### config.mk
export PLATFORM = sky130hd
export DESIGN_NAME = uart_cmd_decoder
export DESIGN_NICKNAME = d
export VERILOG_FILES = /design/src/rtl/uart_cmd_decoder.sv
export SDC_FILE = /design/constraint.sdc
export NUM_CORES = 1
export LEC_CHECK = 0
export CAP_MARGIN = 30
export CELL_PAD_IN_SITES_DETAIL_PLACEMENT = 2
export CELL_PAD_IN_SITES_GLOBAL_PLACEMENT = 2
export CORE_MARGIN = 1.5
export CORE_UTILIZATION = 34
export DETAILED_ROUTE_END_ITERATION = 6
export PLACE_DENSITY = 0.89
export SLEW_MARGIN = 5
export SYNTH_ARGS = -nofsm -noshare
export SYNTH_HDL_FRONTEND = slang
export SYNTH_SLANG_ARGS = --single-unit
### constraint.sdc
create_clock -name clk -period 2.68 [get_ports clk]
set_input_delay 0.67 -clock clk [delete_from_list [all_inputs] [get_ports clk]]
set_output_delay 0.67 -clock clk [all_outputs]
set_load 0.005 [all_outputs]
### src/rtl/uart_cmd_decoder.sv
// Byte-level host command parser: assembles 2/3-byte UART frames into one I2C request,
// optionally gated by the sensor data-ready pin, with inter-byte and data-ready timeouts.
module uart_cmd_decoder #(
  parameter int BYTE_TIMEOUT = 50000,
  parameter int INT_TIMEOUT  = 1000000,
  parameter int CNT_W        = 24
) (
  input  logic       clk,
  input  logic       rstn,
  input  logic [7:0] s_axis_tdata,
  input  logic       s_axis_tvalid,
  output logic       s_axis_tready,
  input  logic       int_pin,
  output logic       req_valid,
  input  logic       req_ready,
  output logic [6:0] req_addr,
  output logic       req_rw,
  output logic [6:0] req_reg,
  output logic [7:0] req_wdata,
  output logic       req_conv,
  output logic       busy,
  output logic       err_pulse,
  output logic [1:0] err_code
);

  typedef enum logic [2:0] {
    S_IDLE,
    S_GET_REG,
    S_GET_DATA,
    S_WAIT_INT,
    S_ISSUE
  } state_t;

  localparam logic [CNT_W-1:0] BYTE_LAST = CNT_W'(BYTE_TIMEOUT - 1);
  localparam logic [CNT_W-1:0] INT_LAST  = CNT_W'(INT_TIMEOUT - 1);

  state_t           r_state;
  state_t           w_state_next;
  logic             r_int_meta;
  logic             r_int_sync;
  logic [CNT_W-1:0] r_cnt;
  logic [6:0]       r_addr;
  logic             r_rw;
  logic [6:0]       r_reg;
  logic [7:0]       r_wdata;
  logic             r_conv;
  logic             r_err_pulse;
  logic [1:0]       r_err_code;
  logic             w_tready;
  logic             w_accept;
  logic             w_byte_to;
  logic             w_int_to;

  // INT is asynchronous and active low; idle level is high
  always_ff @(posedge clk or negedge rstn) begin
    if (!rstn) begin
      r_int_meta <= 1'b1;
      r_int_sync <= 1'b1;
    end else begin
      r_int_meta <= int_pin;
      r_int_sync <= r_int_meta;
    end
  end

  always_ff @(posedge clk or negedge rstn) begin
    if (!rstn) r_state <= S_IDLE;
    else       r_state <= w_state_next;
  end

  // A byte arriving on the expiry cycle takes priority over the timeout
  always_comb begin
    w_state_next = r_state;
    w_tready     = 1'b0;
    w_byte_to    = 1'b0;
    w_int_to     = 1'b0;
    case (r_state)
      S_IDLE: begin
        w_tready = 1'b1;
        if (s_axis_tvalid) w_state_next = S_GET_REG;
      end
      S_GET_REG: begin
        w_tready = 1'b1;
        if (s_axis_tvalid) begin
          if (!r_rw)                w_state_next = S_GET_DATA;
          else if (s_axis_tdata[7]) w_state_next = S_WAIT_INT;
          else                      w_state_next = S_ISSUE;
        end else if (r_cnt == BYTE_LAST) begin
          w_byte_to    = 1'b1;
          w_state_next = S_IDLE;
        end
      end
      S_GET_DATA: begin
        w_tready = 1'b1;
        if (s_axis_tvalid) begin
          w_state_next = r_conv ? S_WAIT_INT : S_ISSUE;
        end else if (r_cnt == BYTE_LAST) begin
          w_byte_to    = 1'b1;
          w_state_next = S_IDLE;
        end
      end
      S_WAIT_INT: begin
        if (!r_int_sync) begin
          w_state_next = S_ISSUE;
        end else if (r_cnt == INT_LAST) begin
          w_int_to     = 1'b1;
          w_state_next = S_IDLE;
        end
      end
      S_ISSUE: begin
        if (req_ready) w_state_next = S_IDLE;
      end
      default: w_state_next = S_IDLE;
    endcase
  end

  assign w_accept = s_axis_tvalid & w_tready;

  always_ff @(posedge clk or negedge rstn) begin
    if (!rstn) begin
      r_cnt <= '0;
    end else if ((w_state_next != r_state) || w_accept) begin
      r_cnt <= '0;
    end else if ((r_state == S_GET_REG) || (r_state == S_GET_DATA) || (r_state == S_WAIT_INT)) begin
      r_cnt <= r_cnt + 1'b1;
    end else begin
      r_cnt <= '0;
    end
  end

  // Byte0 also clears wdata/conv so read frames report wdata = 0
  always_ff @(posedge clk or negedge rstn) begin
    if (!rstn) begin
      r_addr  <= '0;
      r_rw    <= 1'b0;
      r_reg   <= '0;
      r_wdata <= '0;
      r_conv  <= 1'b0;
    end else if (w_accept) begin
      case (r_state)
        S_IDLE: begin
          r_addr  <= s_axis_tdata[7:1];
          r_rw    <= s_axis_tdata[0];
          r_wdata <= '0;
          r_conv  <= 1'b0;
        end
        S_GET_REG: begin
          r_conv <= s_axis_tdata[7];
          r_reg  <= s_axis_tdata[6:0];
        end
        S_GET_DATA: r_wdata <= s_axis_tdata;
        default: ;
      endcase
    end
  end

  always_ff @(posedge clk or negedge rstn) begin
    if (!rstn) begin
      r_err_pulse <= 1'b0;
      r_err_code  <= 2'b00;
    end else begin
      r_err_pulse <= w_byte_to | w_int_to;
      if (w_byte_to)     r_err_code <= 2'b01;
      else if (w_int_to) r_err_code <= 2'b10;
    end
  end

  assign s_axis_tready = w_tready;
  assign req_valid     = (r_state == S_ISSUE);
  assign busy          = (r_state != S_IDLE);
  assign req_addr      = r_addr;
  assign req_rw        = r_rw;
  assign req_reg       = r_reg;
  assign req_wdata     = r_wdata;
  assign req_conv      = r_conv;
  assign err_pulse     = r_err_pulse;
  assign err_code      = r_err_code;

endmodule

# --- Yosys cells after proc, flatten, opt, wreduce, memory -nomap -nowiden ---
# Index checks and enable logic that the tools add are counted.
totals:
  input_bits: 13
  out_inout_bits: 30
  regBits: 56
  word_cells: 59
op_classes:
  n_addsub: 1
  muxes: 24
  n_bitwise: 2
  n_reduce_logical: 14
  n_eq_ne: 7
ops:
  columns: ["cell", "count"]
  rows:
  - ["$mux W24", 2]
  - ["$mux W3", 10]
  - ["$add A24 B1 Y24 const B", 1]
  - ["$eq A24 B16 Y1 const B", 1]
  - ["$eq A24 B20 Y1 const B", 1]
  - ["$pmux W8 S2", 1]
  - ["$pmux W3 S5", 1]
  - ["$reduce_and A2 Y1", 4]
  - ["$mux W1", 7]
  - ["$eq A3 B2 Y1 const B", 2]
  - ["$reduce_bool A2 Y1", 3]
  - ["$mux W2", 2]
  - ["$eq A3 B1 Y1 const B", 1]
  - ["$eq A3 B3 Y1 const B", 1]
  - ["$logic_not A3 Y1", 1]
  - ["$logic_or A1 B1 Y1", 3]
  - ["$ne A3 B3 Y1", 1]
  - ["$reduce_bool A3 Y1", 1]
  - ["$reduce_or A3 Y1", 1]
  - ["$pmux W1 S2", 1]
  - ["$reduce_or A2 Y1", 1]
  - ["$and A1 B1 Y1", 1]
  - ["$or A1 B1 Y1", 1]

# --- Longest topological paths before layout ---
# Gate-level depths: netlist of run 1.
depth:
  ltp_word: 7
  ltp_mapped: 8
  mapped_depth_nobuf: 6

# --- Worst setup path before layout of run 1 ---
# No wires, ideal clock.
synth_path:
  path_type: "input-to-reg"
  from: "input s_axis_tvalid"
  to: "register r_cnt[0]"
  setup_time_ps: 94
  arrival_time_ps: 2301
  required_ps: 2586
  stages: 6
  n_path_buf: 1
  slack_ps: 285
  path_cell_list: "or4_4 > nor4_4 > a211oi_2 > or4_4 > buf_6 > a211oi_1"
synth_via:
  elab_chain_len: 5
  word_cells_on_any_way: 8
  classes_between: "eq/ne (1); mux (5); bitwise (1); reduce/logical (1)"
synth_rtl:
  columns: ["element", "line_no", "rtl"]
  rows:
  - ["from (decl)", "11", "input logic s_axis_tvalid,"]
  - ["$mux W3 (on tied branches)", "94, 79, 83", null]
  - ["$pmux W3 S5", "76", "case (r_state)"]
  - ["$ne A3 B3 Y1", "121", "end else if ((w_state_next != r_state) || w_accept) begin"]
  - ["$logic_or A1 B1 Y1 (*)", "121", null]
  - ["$mux W24 (*)", "121", null]
  - ["to (signal assigned)", "124", "r_cnt <= r_cnt + 1'b1;"]
  - ["to (decl)", "41", "logic [CNT_W-1:0] r_cnt;"]
# Mark *: on every way between the ends. The rest lies on a longest branch, timed or not.
# A chain may end at the register's enable or synchronous reset.

# --- Worst setup path after layout of run 1 ---
layout_path:
  from: "register r_state[2]"
  to: "output req_valid"
layout_via:
  elab_chain_len: 1
layout_rtl:
  columns: ["element", "line_no", "rtl"]
  rows:
  - ["from (decl)", "37", "state_t r_state;"]
  - ["from (signal assigned)", "67", "else r_state <= w_state_next;"]
  - ["$eq A3 B3 Y1", "168", "assign req_valid = (r_state == S_ISSUE);"]
  - ["to (decl)", "14", "output logic req_valid,"]
# No other way between the ends.

==> results of run 1 <==
power by group:
| group | total (mW) | internal, mW | switching (mW) |
|---|---|---|---|
| Clock | 0.601 | 0.306 | 0.295 |
| Sequential | 1.23 | 1.04 | 0.191 |
| Combinational | 1.24 | 0.664 | 0.574 |
final timing paths:
path | to | slack, ps
setup / recovery | req_valid | 120
hold / removal | req_addr[4]$_DFFE_PN0P_ | 210
setup reg to reg | r_cnt[6]$_DFF_PN0_ | 220
hold reg to reg | r_int_sync$_DFF_PN1_ | 360
max in group asynchronous | r_int_sync$_DFF_PN1_ | 1880
min in group clk | r_int_sync$_DFF_PN1_ | 360
cell families (layout without fill, tap and decap cells):
logic type	after synthesis	in the layout
and+or+nand+nor	104	104
adders and majority gates	1	1
xor gates and xnor gates	21	21
muxes	14	14
AOI/OAI and AO/OA	41	41
DFF	56	56
buffers and inverters	18	69
metrics by stage:
step	setup slack (ps)	hold WS, ps	TNS (ps)	power (mW)
finish	117	212	0	3.07
global route	67.1	214	0	3.24
CTS	120	208	0	3.10
detailed placement	-401	348	-3640	2.48
global placement	-291	347	-2530	2.40
floorplan	285	345	0	1.77
metal layers:
metal,part of all wire,vias to the layer above
li1,-,999
met1,0.40,1165
met2,0.56,36
met3,0.018,16
met4,0.025,0
met5,0,-
worst max-delay path, stage by stage, from the launching register on:
cell             delay, ps
dfrtp_1                570
inv_1                  160
nor3_1                 280
clkdlybuf4s50_1        570
area by class of cell:
type	instances	area [µm²]	share of cell area
clock buffers	6	82.6	0.0241
multi-input cells	181	1220	0.355
well taps	102	128	0.0372
flip-flops and latches	56	1400	0.409
repair buffers	55	537	0.156
clock inverters	2	38.8	0.0113
inverters	6	22.5	0.00656
placed cells by master, fill, tap and decap left out, types with 3 or more instances in the layout:
cell	instances
a21oi_1	8
o21ai_0	12
dfrtp_1	54
nor2_1	24
nor3_1	5
clkdlybuf4s50_1	40
xnor2_1	7
a211oi_2	7
and4_1	3
nand2_1	33
nor4b_1	3
buf_4	11
clkbuf_8	6
nor4_1	3
mux2_2	14
inv_1	6
xor2_1	14
a211oi_1	4
nand3_1	7
nand4_1	6
nand2b_1	4
repair_timing:
action	4_1_cts	5_1_grt
resized for setup	1	1
endpoints found under the setup margin	9	2
pin swaps	0	0
==> metrics.yaml, run 1 <==
design_area_um2: 3430
synth_top_area_cell: "dfrtp_1"
setup_violations: 0
dr.pass1.iters: 5
netlist_area_um2: 2690
cts_tree: "built"
first_global_vias: 2549
die_y_um: 92.0
yosysSeqAreaShare: 0.522
clock_sinks: 56
gp_congestion: 0.752
vias_per_cell: 5.43
drv_slew: 0
muxShareOfSynthArea: 0.0586
drtAntennaViolNets: 0
placed_area_um2: 3310
synth_top_area_share: 0.502
io_pins: 43
slew_headroom: 0.651
postCtsHoldBufs: 0
clk_path_buf_depth: 2
drc: 0
avgSynthCellArea_um2: 10.6
core_area_um2: 7690
dpl.cell_count: 400
ys_warn_count: 0
synth.most_common_cell: "dfrtp_1"
detail_route.wl_per_cell_um: 20.7
synth.distinct_cells: 44
wirelength_mm: 8.44
use_met2: 0.405
end_kind: "output port"
rows: 32
worstSetupPathType: "register to output port"
synth_area_leaders: "dfrtp_1, mux2_2, nand2_1"
top_register: "r_cnt"
layout.cells.non_filler: 408
globalRouteTotalUtil: 0.214
met3_usage: 0.0299
tightest_slew_ps: 523
n_fill_cell: 804
area_growth_pct: 27.5
fin_skew_ps: 11.5
synth_compound_area_frac: 0.111
cts_root_buffer: "clkbuf_8"
portBuffers: 42
post-route-util: 0.446
via_count: 2216
final.min_clock_period_ps: 2560
synthFlopType: "dfrtp_1"
diodes: 0
synth_fa_ha_area_frac: 0.00465
grt.busiest_layer: "met2"
synth_xor_xnor_area_share: 0.0683
synth_top_family_by_area: "simple AND/OR/NAND/NOR gates"
critPathRequiredTime_ps: 2010
async_flop_share: 1.00
grt_pass1_wl_mm: 13.8
hpwlAfterDp_mm: 6.04
hold_viol: 0
drtIter0Drc: 88
start_util: 0.350
crit_start: "r_state[2]$_DFF_PN0_"
power_density_nw_per_um2: 895
max_clock_freq_ghz: 0.390
grt-ovfl-total: 0
total_leakage_power_nw: 1.36
cts_max_level: 2
numCtsBuffers: 5
cap_viol_max_count: 0
r2r-start: "r_cnt[0]$_DFF_PN0_"
synth_fp_nets: 269
fin_crit_sh: 0.956
yosys-top-cells-count: "dfrtp_1, nand2_1, nor2_1, mux2_2, xor2_1"
cp_max_fo: 9
grt_max_degree: 47
die_area_um2: 8460
r2r_cells: 6
layout-drive-gt1-share: 0.183
synthSimpleGateAreaFrac: 0.207
ys_ff_latch: 56
clkSlewWorstSetupHoldPaths_ps: 110
holdCritPathClass: "input port to asynchronous set/reset pin"
cts_setup_buffers: 0
antenna_found_initial: 0
rsz0062_at_grt: "false"
die_w_um: 92.0
start_kind: "register"
largest_register_ffs: 24
synthCells: 255
status: "completed"
synth-edff-count: 0
nNetsFinal: 319
clock_latency_ps: 320
vdd_ir_drop_max_v: 0.000367
cp_data_arrival_time_ps: 1890
gr-usage-met1: 0.244
(Power assumes the default switching activity.)
==> run 2, diff against run 1 <==
Settings changed: CTS_CLUSTER_SIZE from default to 24.
==> results of run 2 <==
Same layout as run 1: the final DEF is identical, and so are final timing and power.
==> run 3, diff against run 2 <==
--- a/config.mk
+++ b/config.mk
@@ -15,2 +15,4 @@
 export PLACE_DENSITY = 0.89
+export RECOVER_POWER = 50
+export SETUP_SLACK_MARGIN = 0.02
 export SLEW_MARGIN = 5
==> constraint.sdc (replaced) <==
create_clock -name clk -period 2.68 [get_ports clk]
set_input_delay 0.536 -clock clk [delete_from_list [all_inputs] [get_ports clk]]
set_output_delay 0.536 -clock clk [all_outputs]
set_load 0.005 [all_outputs]
==> metrics.yaml, run 3 (synthesis gave the netlist of run 1 again) <==
start_kind: "register"
globalRouteTotalUtil: 0.209  # -0.00473
power_density_nw_per_um2: 872  # -2.5%
first_global_vias: 2458  # -3.6%
antenna_found_initial: 0  # unchanged
numCtsBuffers: 5  # unchanged
wl_met2_mm: 4.46  # -5.6%
cp.depth: 3  # unchanged
cts_tree: "built"
cts_setup_buffers: 0  # unchanged
nNetsFinal: 318  # -0.31%
hold_viol: 0  # unchanged
layout.cells.non_filler: 407  # -0.25%
r2r_cells: 6  # unchanged
crit_start: "r_state[1]$_DFF_PN0_"
drtAntennaViolNets: 0  # unchanged
grt_max_degree: 33  # -30%
top_layer: "met4"
final_common_cell: "dfrtp_1"
wl_met1_mm: 3.39  # +0.95%
slowest_delay_ps: 580  # about the same
cts_max_level: 2  # unchanged
timing.final.ws_setup_ps: 147  # +29.7 ps
holdCritPathClass: "register to register"
placed_area_um2: 3300  # -0.23%
clk_path_buf_depth: 2  # unchanged
cp_top_family: "buffers and inverters"
preCtsSetupSlack_ps: -256  # +145 ps
n_fill_cell: 835  # +3.9%
die_y_um: 92.0  # unchanged
cap_viol_max_count: 0  # unchanged
fin_skew_ps: 15.3  # +3.80 ps
r2r-start: "r_cnt[0]$_DFF_PN0_"
fin_crit_sh: 0.945  # -0.0111
crit_path_end: "busy"
max_clock_freq_ghz: 0.395  # +1.2%
final_cell_mix: "dfrtp_1, clkdlybuf4s50_1, nand2_1, nor2_1"
end_kind: "output port"
grt-ovfl-total: 0  # unchanged
wirelength_mm: 8.14  # -3.5%
finalPower_mw: 2.95  # -4.0%
cp_data_arrival_time_ps: 2000  # +110 ps
start_util: 0.350  # unchanged
rsz0062_at_grt: "false"
worstSetupPathType: "register to output port"
drv_slew: 0  # unchanged
vias_per_cell: 5.36  # -1.4%
via_count: 2180  # -1.6%
final.min_clock_period_ps: 2530  # -29.7 ps
core_area_um2: 7690  # unchanged
area_growth_pct: 25.6
drtIter0Drc: 52  # -41%
clock_latency_ps: 320  # about the same
drc: 0  # unchanged
hold_ws_ps: 373  # +161 ps
crit_buf_inv: 2  # unchanged
layout-drive-gt1-share: 0.170  # -0.0125
dpl.cell_count: 399  # -0.25%
rows: 32  # unchanged
top_register: "r_cnt"
die_area_um2: 8460  # unchanged
slowest_stage: "dfrtp_1"
setup_violations: 0  # unchanged
critPathRequiredTime_ps: 2140  # +130 ps
hpwlAfterDp_mm: 5.74  # -4.9%
cts_root_buffer: "clkbuf_8"
tightest_slew_ps: 1360  # +834 ps
reg2reg_slack_ps: 190  # -30 ps
largest_register_ffs: 24  # unchanged
grt_pass1_wl_mm: 13.5  # -1.7%
diodes: 0  # unchanged
clock_sinks: 56  # unchanged
io_pins: 43  # unchanged
clkSlewWorstSetupHoldPaths_ps: 110  # about the same
slew_headroom: 0.0951  # -0.556
cp_max_fo: 14  # +5
die_w_um: 92.0  # unchanged
gp_congestion: 0.757  # +0.71%
detail_route.wl_per_cell_um: 20.0  # -3.2%
path_cells: "buf_4, or3_1, clkdlybuf4s50_1"
portBuffers: 42  # unchanged
status: "completed"
dr.pass1.iters: 4  # -1
design_area_um2: 3380  # -1.5%
routed-wl-met3_um: 114  # -23%
total_leakage_power_nw: 1.35  # -0.81%
vdd_ir_drop_max_v: 0.000363  # -1.3%
reg2reg_to: "r_cnt[15]$_DFF_PN0_"
==> run 3: layout make-up <==
class | count | area, µm² | area share
sequential | 56 | 1400 | 0.415
multi-input combinational | 181 | 1210 | 0.359
timing repair buffer | 54 | 517 | 0.153
tap | 102 | 128 | 0.0377
clock buffer | 6 | 82.6 | 0.0244
inverter | 6 | 22.5 | 0.00666
clock inverter | 2 | 13.8 | 0.00407
==> run 3: worst min-delay path by stage <==
stage	start	end	slack, ps	cells past startpoint
final	r_int_meta$_DFF_PN1_	r_int_sync$_DFF_PN1_	370	0
after global routing	r_int_meta$_DFF_PN1_	r_int_sync$_DFF_PN1_	380	0
after CTS	rstn	req_reg[4]$_DFFE_PN0P_	220	1
after detailed placement	r_int_meta$_DFF_PN1_	r_int_sync$_DFF_PN1_	360	0
after global placement	r_int_meta$_DFF_PN1_	r_int_sync$_DFF_PN1_	350	0
after floorplan	rstn	err_code[0]$_DFFE_PN0P_	240	0
==> run 3: report_power, final <==
part	internal, mW	switching, mW	leakage (nW)
clock network	0.213	0.297	0.0516
logic	0.645	0.563	0.567
registers	1.04	0.191	0.731
total	1.90	1.05	1.35
==> run 3: per-layer routing <==
metal	global-route usage	up-vias
li1	-	994
met1	0.248	1144
met2	0.385	29
met3	0.0265	13
met4	0.0744	0
met5	0	-
==> run 3: through the flow <==
stage	setup TNS [ps]	util
floorplan	0	-
global placement	-1190	0.429
detailed placement	-2070	0.429
CTS	0	0.442
global route	0	0.440
finish	0	0.440
==> run 3: what timing repair did <==
item | 4_1_cts | 5_1_grt
endpoints found under the hold margin | 0 | 0
hold buffers | 0 | 0
setup endpoints to repair | 0 | 4
gates resized for setup | 0 | 1
